--- src/rtl/uart_pkg.sv ---
// Shared UART definitions: data width and transmit-feeder state encodings.
package uart_pkg;

  localparam int unsigned DATA_W = 8;

  typedef enum logic [1:0] {
    FEED_IDLE      = 2'd0,
    FEED_WAIT_BUSY = 2'd1,
    FEED_WAIT_DONE = 2'd2
  } feed_state_e;

endpackage

--- src/rtl/sync_fifo.sv ---
// Single-clock circular FIFO with registered occupancy flags, overflow pulse
// and a synchronous flush that discards all stored entries.
module sync_fifo #(
  parameter int unsigned DATA_W = 8,
  parameter int unsigned ADDR_W = 4
) (
  input  logic              clk,
  input  logic              rst_n,
  input  logic              wr_en,
  input  logic [DATA_W-1:0] wr_data,
  input  logic              rd_en,
  input  logic              flush,
  output logic [DATA_W-1:0] rd_data,
  output logic              full,
  output logic              empty,
  output logic [ADDR_W:0]   count,
  output logic              overflow
);

  localparam int unsigned DEPTH = 1 << ADDR_W;

  logic [DATA_W-1:0] mem_q [DEPTH];
  logic [ADDR_W-1:0] wptr_q, wptr_d;
  logic [ADDR_W-1:0] rptr_q, rptr_d;
  logic [ADDR_W:0]   count_q, count_d;
  logic              full_q, full_d;
  logic              empty_q, empty_d;
  logic              ovf_q, ovf_d;
  logic              wr_acc, rd_acc;

  // Accept/pop decisions, pointer and occupancy next state; flush wins.
  always_comb begin
    wr_acc  = wr_en && !full_q && !flush;
    rd_acc  = rd_en && !empty_q && !flush;
    wptr_d  = wptr_q;
    rptr_d  = rptr_q;
    count_d = count_q;
    ovf_d   = wr_en && full_q;
    if (flush) begin
      rptr_d  = wptr_q;
      count_d = '0;
    end else begin
      if (wr_acc) wptr_d = wptr_q + ADDR_W'(1);
      if (rd_acc) rptr_d = rptr_q + ADDR_W'(1);
      case ({wr_acc, rd_acc})
        2'b10:   count_d = count_q + (ADDR_W+1)'(1);
        2'b01:   count_d = count_q - (ADDR_W+1)'(1);
        default: count_d = count_q;
      endcase
    end
    full_d  = (count_d == {1'b1, {ADDR_W{1'b0}}});
    empty_d = (count_d == '0);
  end

  // Pointer, occupancy and flag registers.
  always_ff @(posedge clk or negedge rst_n) begin
    if (!rst_n) begin
      wptr_q  <= '0;
      rptr_q  <= '0;
      count_q <= '0;
      full_q  <= 1'b0;
      empty_q <= 1'b1;
      ovf_q   <= 1'b0;
    end else begin
      wptr_q  <= wptr_d;
      rptr_q  <= rptr_d;
      count_q <= count_d;
      full_q  <= full_d;
      empty_q <= empty_d;
      ovf_q   <= ovf_d;
    end
  end

  // Storage array write port; contents need no reset.
  always_ff @(posedge clk) begin
    if (wr_acc) mem_q[wptr_q] <= wr_data;
  end

  assign rd_data  = mem_q[rptr_q];
  assign full     = full_q;
  assign empty    = empty_q;
  assign count    = count_q;
  assign overflow = ovf_q;

endmodule

--- src/rtl/uart_tx_fifo.sv ---
// Transmit buffer: queues bytes and feeds them one at a time to the UART
// transmitter through the tx_start / tx_done handshake.
module uart_tx_fifo
  import uart_pkg::*;
#(
  parameter int unsigned DATA_W = uart_pkg::DATA_W,
  parameter int unsigned ADDR_W = 4
) (
  input  logic              clk,
  input  logic              rst_n,
  input  logic              wr_en,
  input  logic [DATA_W-1:0] wr_data,
  input  logic              flush,
  output logic              full,
  output logic              empty,
  output logic [ADDR_W:0]   count,
  output logic              overflow,
  input  logic              tx_done,
  output logic              tx_start,
  output logic [DATA_W-1:0] tx_data
);

  feed_state_e       state_q, state_d;
  logic              tx_start_q, tx_start_d;
  logic [DATA_W-1:0] tx_data_q, tx_data_d;
  logic              pop;
  logic [DATA_W-1:0] rd_data;

  sync_fifo #(
    .DATA_W (DATA_W),
    .ADDR_W (ADDR_W)
  ) u_fifo (
    .clk      (clk),
    .rst_n    (rst_n),
    .wr_en    (wr_en),
    .wr_data  (wr_data),
    .rd_en    (pop),
    .flush    (flush),
    .rd_data  (rd_data),
    .full     (full),
    .empty    (empty),
    .count    (count),
    .overflow (overflow)
  );

  // Feeder next-state: pop in idle, then wait for the transmitter to go busy
  // and come back idle before the next pop.
  always_comb begin
    state_d    = state_q;
    tx_start_d = tx_start_q;
    tx_data_d  = tx_data_q;
    pop        = 1'b0;
    case (state_q)
      FEED_IDLE: begin
        tx_start_d = 1'b0;
        if (!empty && tx_done && !flush) begin
          pop        = 1'b1;
          tx_data_d  = rd_data;
          tx_start_d = 1'b1;
          state_d    = FEED_WAIT_BUSY;
        end
      end
      FEED_WAIT_BUSY: begin
        tx_start_d = 1'b1;
        if (!tx_done) begin
          tx_start_d = 1'b0;
          state_d    = FEED_WAIT_DONE;
        end
      end
      FEED_WAIT_DONE: begin
        tx_start_d = 1'b0;
        if (tx_done) state_d = FEED_IDLE;
      end
      default: begin
        tx_start_d = 1'b0;
        state_d    = FEED_IDLE;
      end
    endcase
  end

  // Feeder state and registered transmitter outputs.
  always_ff @(posedge clk or negedge rst_n) begin
    if (!rst_n) begin
      state_q    <= FEED_IDLE;
      tx_start_q <= 1'b0;
      tx_data_q  <= '0;
    end else begin
      state_q    <= state_d;
      tx_start_q <= tx_start_d;
      tx_data_q  <= tx_data_d;
    end
  end

  assign tx_start = tx_start_q;
  assign tx_data  = tx_data_q;

endmodule

--- config.mk ---
export PLATFORM = sky130hd
export DESIGN_NAME = uart_tx_fifo
export DESIGN_NICKNAME = d
export VERILOG_FILES = /design/src/rtl/uart_pkg.sv /design/src/rtl/sync_fifo.sv /design/src/rtl/uart_tx_fifo.sv
export SDC_FILE = /design/constraint.sdc
export NUM_CORES = 1
export LEC_CHECK = 0
export ABC_CLOCK_PERIOD_IN_PS = 3400
export BUFFER_PORTS_ARGS = -buffer_cell sky130_fd_sc_hd__buf_2
export CAP_MARGIN = 10
export CORE_MARGIN = 1.5
export CORE_UTILIZATION = 61
export DETAILED_ROUTE_END_ITERATION = 16
export PLACE_DENSITY = 0.82
export SYNTH_ARGS = -nofsm -noshare
export SYNTH_HDL_FRONTEND = slang
export SYNTH_SLANG_ARGS = --single-unit
export TNS_END_PERCENT = 10
--- constraint.sdc ---
create_clock -name clk -period 3.4 [get_ports clk]
set_clock_uncertainty 0.1 [all_clocks]
set_input_delay 0.68 -clock clk [delete_from_list [all_inputs] [get_ports clk]]
set_output_delay 0.68 -clock clk [all_outputs]
set_load 0.01 [all_outputs]
* After elaboration in Yosys (flattened, before gate mapping)
Memory sizes are Yosys's and may differ from the RTL's. A register that Yosys moved wholly into a read port is not among the register bits.
Index checks and enable logic that the tools add are counted.
** Cells by class
- $add $sub $neg :: 4
- Equal/unequal tests :: 8
- Mux-type cells :: 14
- Bitwise operators :: 1
- Reduce and logical (&&, ||, !) cells :: 17
** Operators by type and width (count)
- $pmux W5 S2 :: 1
- $add A4 B1 Y4 const B :: 2
- $mux W4 :: 2
- $logic_and A1 B1 Y1 :: 7
- $mux W2 :: 3
- $ne A2 B2 Y1 const B :: 3
- $pmux W2 S3 :: 1
- $add A5 B1 Y5 const B :: 1
- $eq A5 B5 Y1 const B :: 1
- $logic_not A5 Y1 :: 1
- $mux W1 :: 5
- $mux W5 :: 1
- $sub A5 B1 Y5 const B :: 1
- $eq A2 B1 Y1 const B :: 2
- $eq A2 B2 Y1 const B :: 2
- $logic_not A1 Y1 :: 4
- $reduce_and A2 Y1 :: 2
- $reduce_and A3 Y1 :: 1
- $logic_not A2 Y1 :: 1
- $pmux W1 S2 :: 1
- $reduce_bool A2 Y1 :: 1
- $not A1 Y1 :: 1
** Storage, ports and cells
- Flip-flop bits (word level) :: 19
- RAM bits :: 128
- Input port bits :: 13
- Word-level logic and storage cells :: 53
- Memories :: 1
** Memories
- u_fifo.mem_q :: depth 16, width 8, rd ports 1, clocked after Yosys merged registers in 1, write ports 1, RTL line sync_fifo.sv:22 : logic [DATA_W-1:0] mem_q [DEPTH];

* Depth between registers and ports, before layout
- Word-level depth :: 11
- Gate-level depth with buffers :: 12
- Depth with buffers taken out :: 11

* Modules after synthesis
Synthesis repeated with hierarchy kept, for this count alone.
** Second synthesis, totals
- Cells, all modules :: 382
- Area, all modules :: 6452.4 µm²
** By module, submodules not included
- sync_fifo :: instances 1, cells an instance 355, area an instance 6009.5 µm², seq. area each 4245.3 µm²
- uart_tx_fifo :: instances 1, cells an instance 27, area an instance 442.9 µm², seq. area each 275.3 µm²

* Least setup slack after synthesis
Ideal clock, no wire load.
- Path type :: input-to-reg
- From :: input flush
- To :: register u_fifo.full_q (netlist: u_fifo.full)
- Arrival :: 2.850 ns
- Data required time :: 3.180 ns
- Slack :: 0.330 ns
- Stages on the path :: 10
- Path through :: or4_1 -> clkbuf_1 -> inv_1 -> ha_1 -> clkbuf_1 -> or3b_2 -> o32ai_1 -> xnor2_1 -> nor2_1 -> and4_1
** On the way
- Cells in the longest elaborated chain, start to end :: 10
- Elaborated cells between the ends (all ways) :: 12
- Classes of those cells :: eq/ne (3); mux (4); reduce/logical (5)
** RTL lines
- start, declared :: RTL line uart_tx_fifo.sv:13 : input logic flush,
- $logic_not A1 Y1 :: RTL line sync_fifo.sv:33, sync_fifo.sv:34, uart_tx_fifo.sv:56
- $logic_and A1 B1 Y1 :: RTL line uart_tx_fifo.sv:56 : if (!empty && tx_done && !flush) begin
- $mux W1 :: RTL line uart_tx_fifo.sv:56
- $mux W1 :: RTL line uart_tx_fifo.sv:53 : case (state_q)
- $logic_and A1 B1 Y1 (2 in a row) :: RTL line sync_fifo.sv:34 : rd_acc = rd_en && !empty_q && !flush;
- $eq A2 B1 Y1 or $eq A2 B2 Y1 (tied branches) :: RTL line sync_fifo.sv:45 : case ({wr_acc, rd_acc})
- $pmux W5 S2 :: RTL line sync_fifo.sv:45
- $mux W5 * :: RTL line sync_fifo.sv:39 : if (flush) begin
- named net u_fifo.count_d[4] :: RTL line sync_fifo.sv:25 : logic [ADDR_W:0] count_q, count_d;
- $eq A5 B5 Y1 * :: RTL line sync_fifo.sv:51 : full_d = (count_d == {1'b1, {ADDR_W{1'b0}}});
- named net u_fifo.full_d :: RTL line sync_fifo.sv:26 : logic full_q, full_d;
- end signal, assigned :: RTL line sync_fifo.sv:68 : full_q <= full_d;
- end, declared :: RTL line sync_fifo.sv:26
The timed path passes the listed nets; every way through them passes the cells marked *.
A chain may end at the register's enable or synchronous reset.

* Worst setup path after layout
- From :: register state_q[1]
- To :: register u_fifo.full_q (netlist: u_fifo.full)
** On the way
- Cells in the longest elaborated chain, start to end :: 8
- Elaborated cells between the ends (all ways) :: 9
- Classes of those cells :: eq/ne (3); mux (3); reduce/logical (3)
** RTL lines
- start, declared :: RTL line uart_tx_fifo.sv:23 : feed_state_e state_q, state_d;
- start signal, assigned :: RTL line uart_tx_fifo.sv:88 : state_q <= state_d;
- $logic_not A2 Y1 * :: RTL line uart_tx_fifo.sv:53
- $mux W1 * :: RTL line uart_tx_fifo.sv:53
- $logic_and A1 B1 Y1 * (2 in a row) :: RTL line sync_fifo.sv:34
- $eq A2 B1 Y1 or $eq A2 B2 Y1 (tied branches) :: RTL line sync_fifo.sv:45
- $pmux W5 S2 * :: RTL line sync_fifo.sv:45
- $mux W5 * :: RTL line sync_fifo.sv:39
- named net u_fifo.count_d[4] :: RTL line sync_fifo.sv:25
- $eq A5 B5 Y1 * :: RTL line sync_fifo.sv:51
- named net u_fifo.full_d :: RTL line sync_fifo.sv:26
Marks and branches as above.

==> key figures <==
Logic synthesis
  – #FFs+latches synth: 155
  – Area share of the largest cell type after synthesis: 0.608
  – Number of synthesized flops with an enable pin: 128
  – Synth cell count leaders: 128 x edfxtp_1, 26 x dfrtp_1, 22 x mux4_2, 19 x mux2_2, 18 x and2_1
  – Cell Area, Synth: 6330 µm²
  – Syn Inst Count: 363
  – Register area share after synthesis: 0.715
  – Top cells by area, synth: edfxtp_1 61%, dfrtp_1 10%, mux4_2 7.8%, mux2_2 3.4%, mux2i_1 2.2%
  – Synthesized Nets: 384
  – Most common cell in the netlist: edfxtp_1
  – Most used DFF post-synth: edfxtp_1
  – Synthesis Warnings: 0
  – Fraction of registers with async set/reset: 0.174
  – Synth area leader: edfxtp_1
  – Avg Inst Size Synth: 17.4 µm²
  – Synth cell types: 40

Clocking
  – Post-CTS resize count: 0
  – Clock root cell: clkbuf_8
  – CTS HTree Levels: 4
  – Worst-Skew Late Latency: 0.52 ns
  – CTS Buffer Depth: 2
  – # Post-CTS Setup Buffers: 0
  – CTS tree: done
  – Clock Sinks: 155
  – CTS clock-pin slew for the worst setup and hold paths: 0.06 ns
  – Hold_buf cts: 0
  – CTS Buf Count: 17

Critical path
  – Crit start category: flop
  – Crit Path Category: flop to flop
  – Most common cell on crit path: ha_1
  – CP cell instances: nand2b_1 > or4_1 > inv_1 > ha_1 > xor2_1 > ha_1 > nor3b_1 > o32ai_1 > xnor2_1 > nor2_1 > and4_1
  – Worst path required time: 3.71 ns
  – CP delay by family, top: simple AND/OR/NAND/NOR gates
  – Crit Path Max Fanout: 7
  – Slowest stage delay, CP: 0.43 ns
  – CP arrival: 3.25 ns
  – R2R cell count: 11
  – Highest-delay cell along the critical path: or4_1
  – WP depth: 11
  – CP Buf/Inv Count: 1
  – Critical Path Sink Type: flop

Final layout
  – Design area: 7160 µm²
  – Layout area overhead: 13.2%
  – N_diodes: 0
  – Ratio of cells with drive above 1 in the final layout: 0.258
  – Area of the multi-input gates: 1680 µm²
  – Fillers: 606
  – Storage element area: 4520 µm²
  – Final #Nets: 419

Floorplanning
  – Number of placement rows: 36
  – I/O Pins: 30
  – Die width: 105 µm
  – Core area: 9910 µm²
  – Starting Density: 0.638
  – Die Area: 11000 µm²
  – Die height: 105 µm

GRT
  – Initial antenna violation count: 0
  – Global-route wire length before repair: 18100 µm
  – Global-route met2 utilization: 0.384
  – Largest net degree at the start of global routing: 42
  – Grt met3 use: 0.0674
  – Global Route Usage Sum: 0.231
  – Vias in the first global route: 3306
  – Grt total ovfl: 0
  – GRT Max-Usage Layer: met2
  – Met1 usage: 0.289

Route
  – WL/cell: 21.2 µm
  – Post-Route WL: 11500 µm
  – Via/cell ratio: 5.99
  – Starting DRT DRC Count: 181
  – Vias: 3257
  – Remaining antenna violation count: 0
  – DRC viols: 0
  – DRT Pass-1 Iters: 4

Place
  – Placed cell areas: 6590 µm²
  – Detailed placement HPWL: 6940 µm
  – Gpl congestion: 0.829
  – # port buffers: 29

Power and ir drop
  – Leak: 2.57 nW
  – P per Cell Area: 750 nW/µm²
  – Peak supply drop: 0.000490 V

STA
  – Peak Freq: 340 MHz
  – Slew Viols, Final: 0
  – Setup_tns: 0 ns
  – Actual slew at the worst max-slew pin: 0.845 ns
  – Final setup viols: 0
  – Final hold vios: 0
  – Fin crit share: 0.864
  – RSZ-0062 raised after global routing: false
  – Worst slew margin: 0.436
  – Tmin final: 2.94 ns

Worst hold path
  – Hold WC Path Type: input port to asynchronous set/reset pin

Flow run
  – Max cap viols: 0

Run status
  – Outcome: finished clean
[kinds of logic (layout without fill, tap and decap cells)]
| family | count (synthesis) | in the layout | share of synthesized area |
|---|---|---|---|
| DFF | 155 | 155 | 0.715 |
| and+or+nand+nor | 62 | 62 | 0.0516 |
| muxes | 55 | 55 | 0.134 |
| AOI/OAI and AO/OA | 46 | 46 | 0.0493 |
| buffers and inverters | 26 | 74 | 0.0192 |
| xor gates and xnor gates | 11 | 11 | 0.0152 |
| adders and majority gates | 8 | 8 | 0.0158 |
[area by class of cell]
| class | instances | share of cell area |
|---|---|---|
| clock buffers | 20 | 0.0594 |
| inverters | 7 | 0.00367 |
| flip-flops and latches | 155 | 0.631 |
| well taps | 133 | 0.0232 |
| repair buffers | 35 | 0.0266 |
| multi-input cells | 182 | 0.235 |
| clock inverters | 12 | 0.0206 |
[worst paths after layout]
check / to / slack (ns) / from
worst max-delay path: u_fifo.full$_DFF_PN0_ / 0.46 / state_q[1]$_DFFE_PN0P_
worst min-delay path: u_fifo.count[0]$_DFF_PN0_ / 0.07 / rst_n
worst max register to register: u_fifo.full$_DFF_PN0_ / 0.46 / state_q[1]$_DFFE_PN0P_
worst min register to register: tx_data[6]$_DFFE_PN0N_ / 0.42 / tx_data[6]$_DFFE_PN0N_
max in group asynchronous: u_fifo.rptr_q[0]$_DFFE_PN0P_ / 2.69 / rst_n
min in group clk: state_q[1]$_DFFE_PN0P_ / 0.21 / tx_done
[flip-flops by register name (all words and copies together) (netlist names)]
signal	count
u_fifo.wptr_q	4
u_fifo.overflow	1
tx_data	8
u_fifo.rptr_q	4
state_q	2
u_fifo.full	1
u_fifo.count	5
tx_start	1
u_fifo.mem_q	128
u_fifo.empty	1
[metal layers]
| layer | wire (µm) | vias up |
|---|---|---|
| li1 | - | 1486 |
| met1 | 4470 | 1629 |
| met2 | 6030 | 122 |
| met3 | 808 | 20 |
| met4 | 232 | 0 |
| met5 | 0 | - |
[where the power goes]
part / leakage (nW) / switching (mW) / total [mW] / internal [mW]
registers: 1.50 / 0.148 / 2.39 / 2.24
clock network: 0.270 / 0.711 / 1.82 / 1.11
logic: 0.800 / 0.592 / 1.16 / 0.569
total: 2.57 / 1.45 / 5.37 / 3.92
[cell usage in the layout (no fill, tap or decap), drive strengths merged, types with 8 or more instances in the layout]
master,Yosys,layout
ha,8,8
nor2,15,15
a221o,8,8
and2,18,18
a21oi,9,9
mux2i,14,14
inv,7,8
edfxtp,128,128
mux4,22,22
nand2,10,10
clkbuf,12,20
o21ai,11,11
buf,7,35
dfrtp,26,26
mux2,19,19
[through the flow]
| stage | setup WS (ns) | utilization | power [mW] | cells | hold WS, ns |
|---|---|---|---|---|---|
| CTS | 0.467 | 0.723 | 5.41 | 544 | 0.0809 |
| global route | 0.218 | 0.723 | 5.59 | 544 | 0.105 |
| detailed placement | 0.0716 | 0.665 | 3.58 | 512 | 0.412 |
| floorplan | 0.330 | - | 3.27 | 363 | 0.284 |
| global placement | 0.172 | 0.665 | 3.55 | 512 | 0.408 |
| finish | 0.461 | 0.723 | 5.37 | 544 | 0.0684 |
[worst register-to-register path, cell delays in order, from the launching register on]
cell	delay, ns
dfrtp_1	0.39
nand2b_1	0.17
or4_1	0.43
inv_1	0.19
ha_1	0.34
xor2_1	0.11
ha_1	0.23
nor3b_1	0.15
o32ai_1	0.28
xnor2_1	0.19
nor2_1	0.07
and4_1	0.19
(Power assumes the default switching activity.)
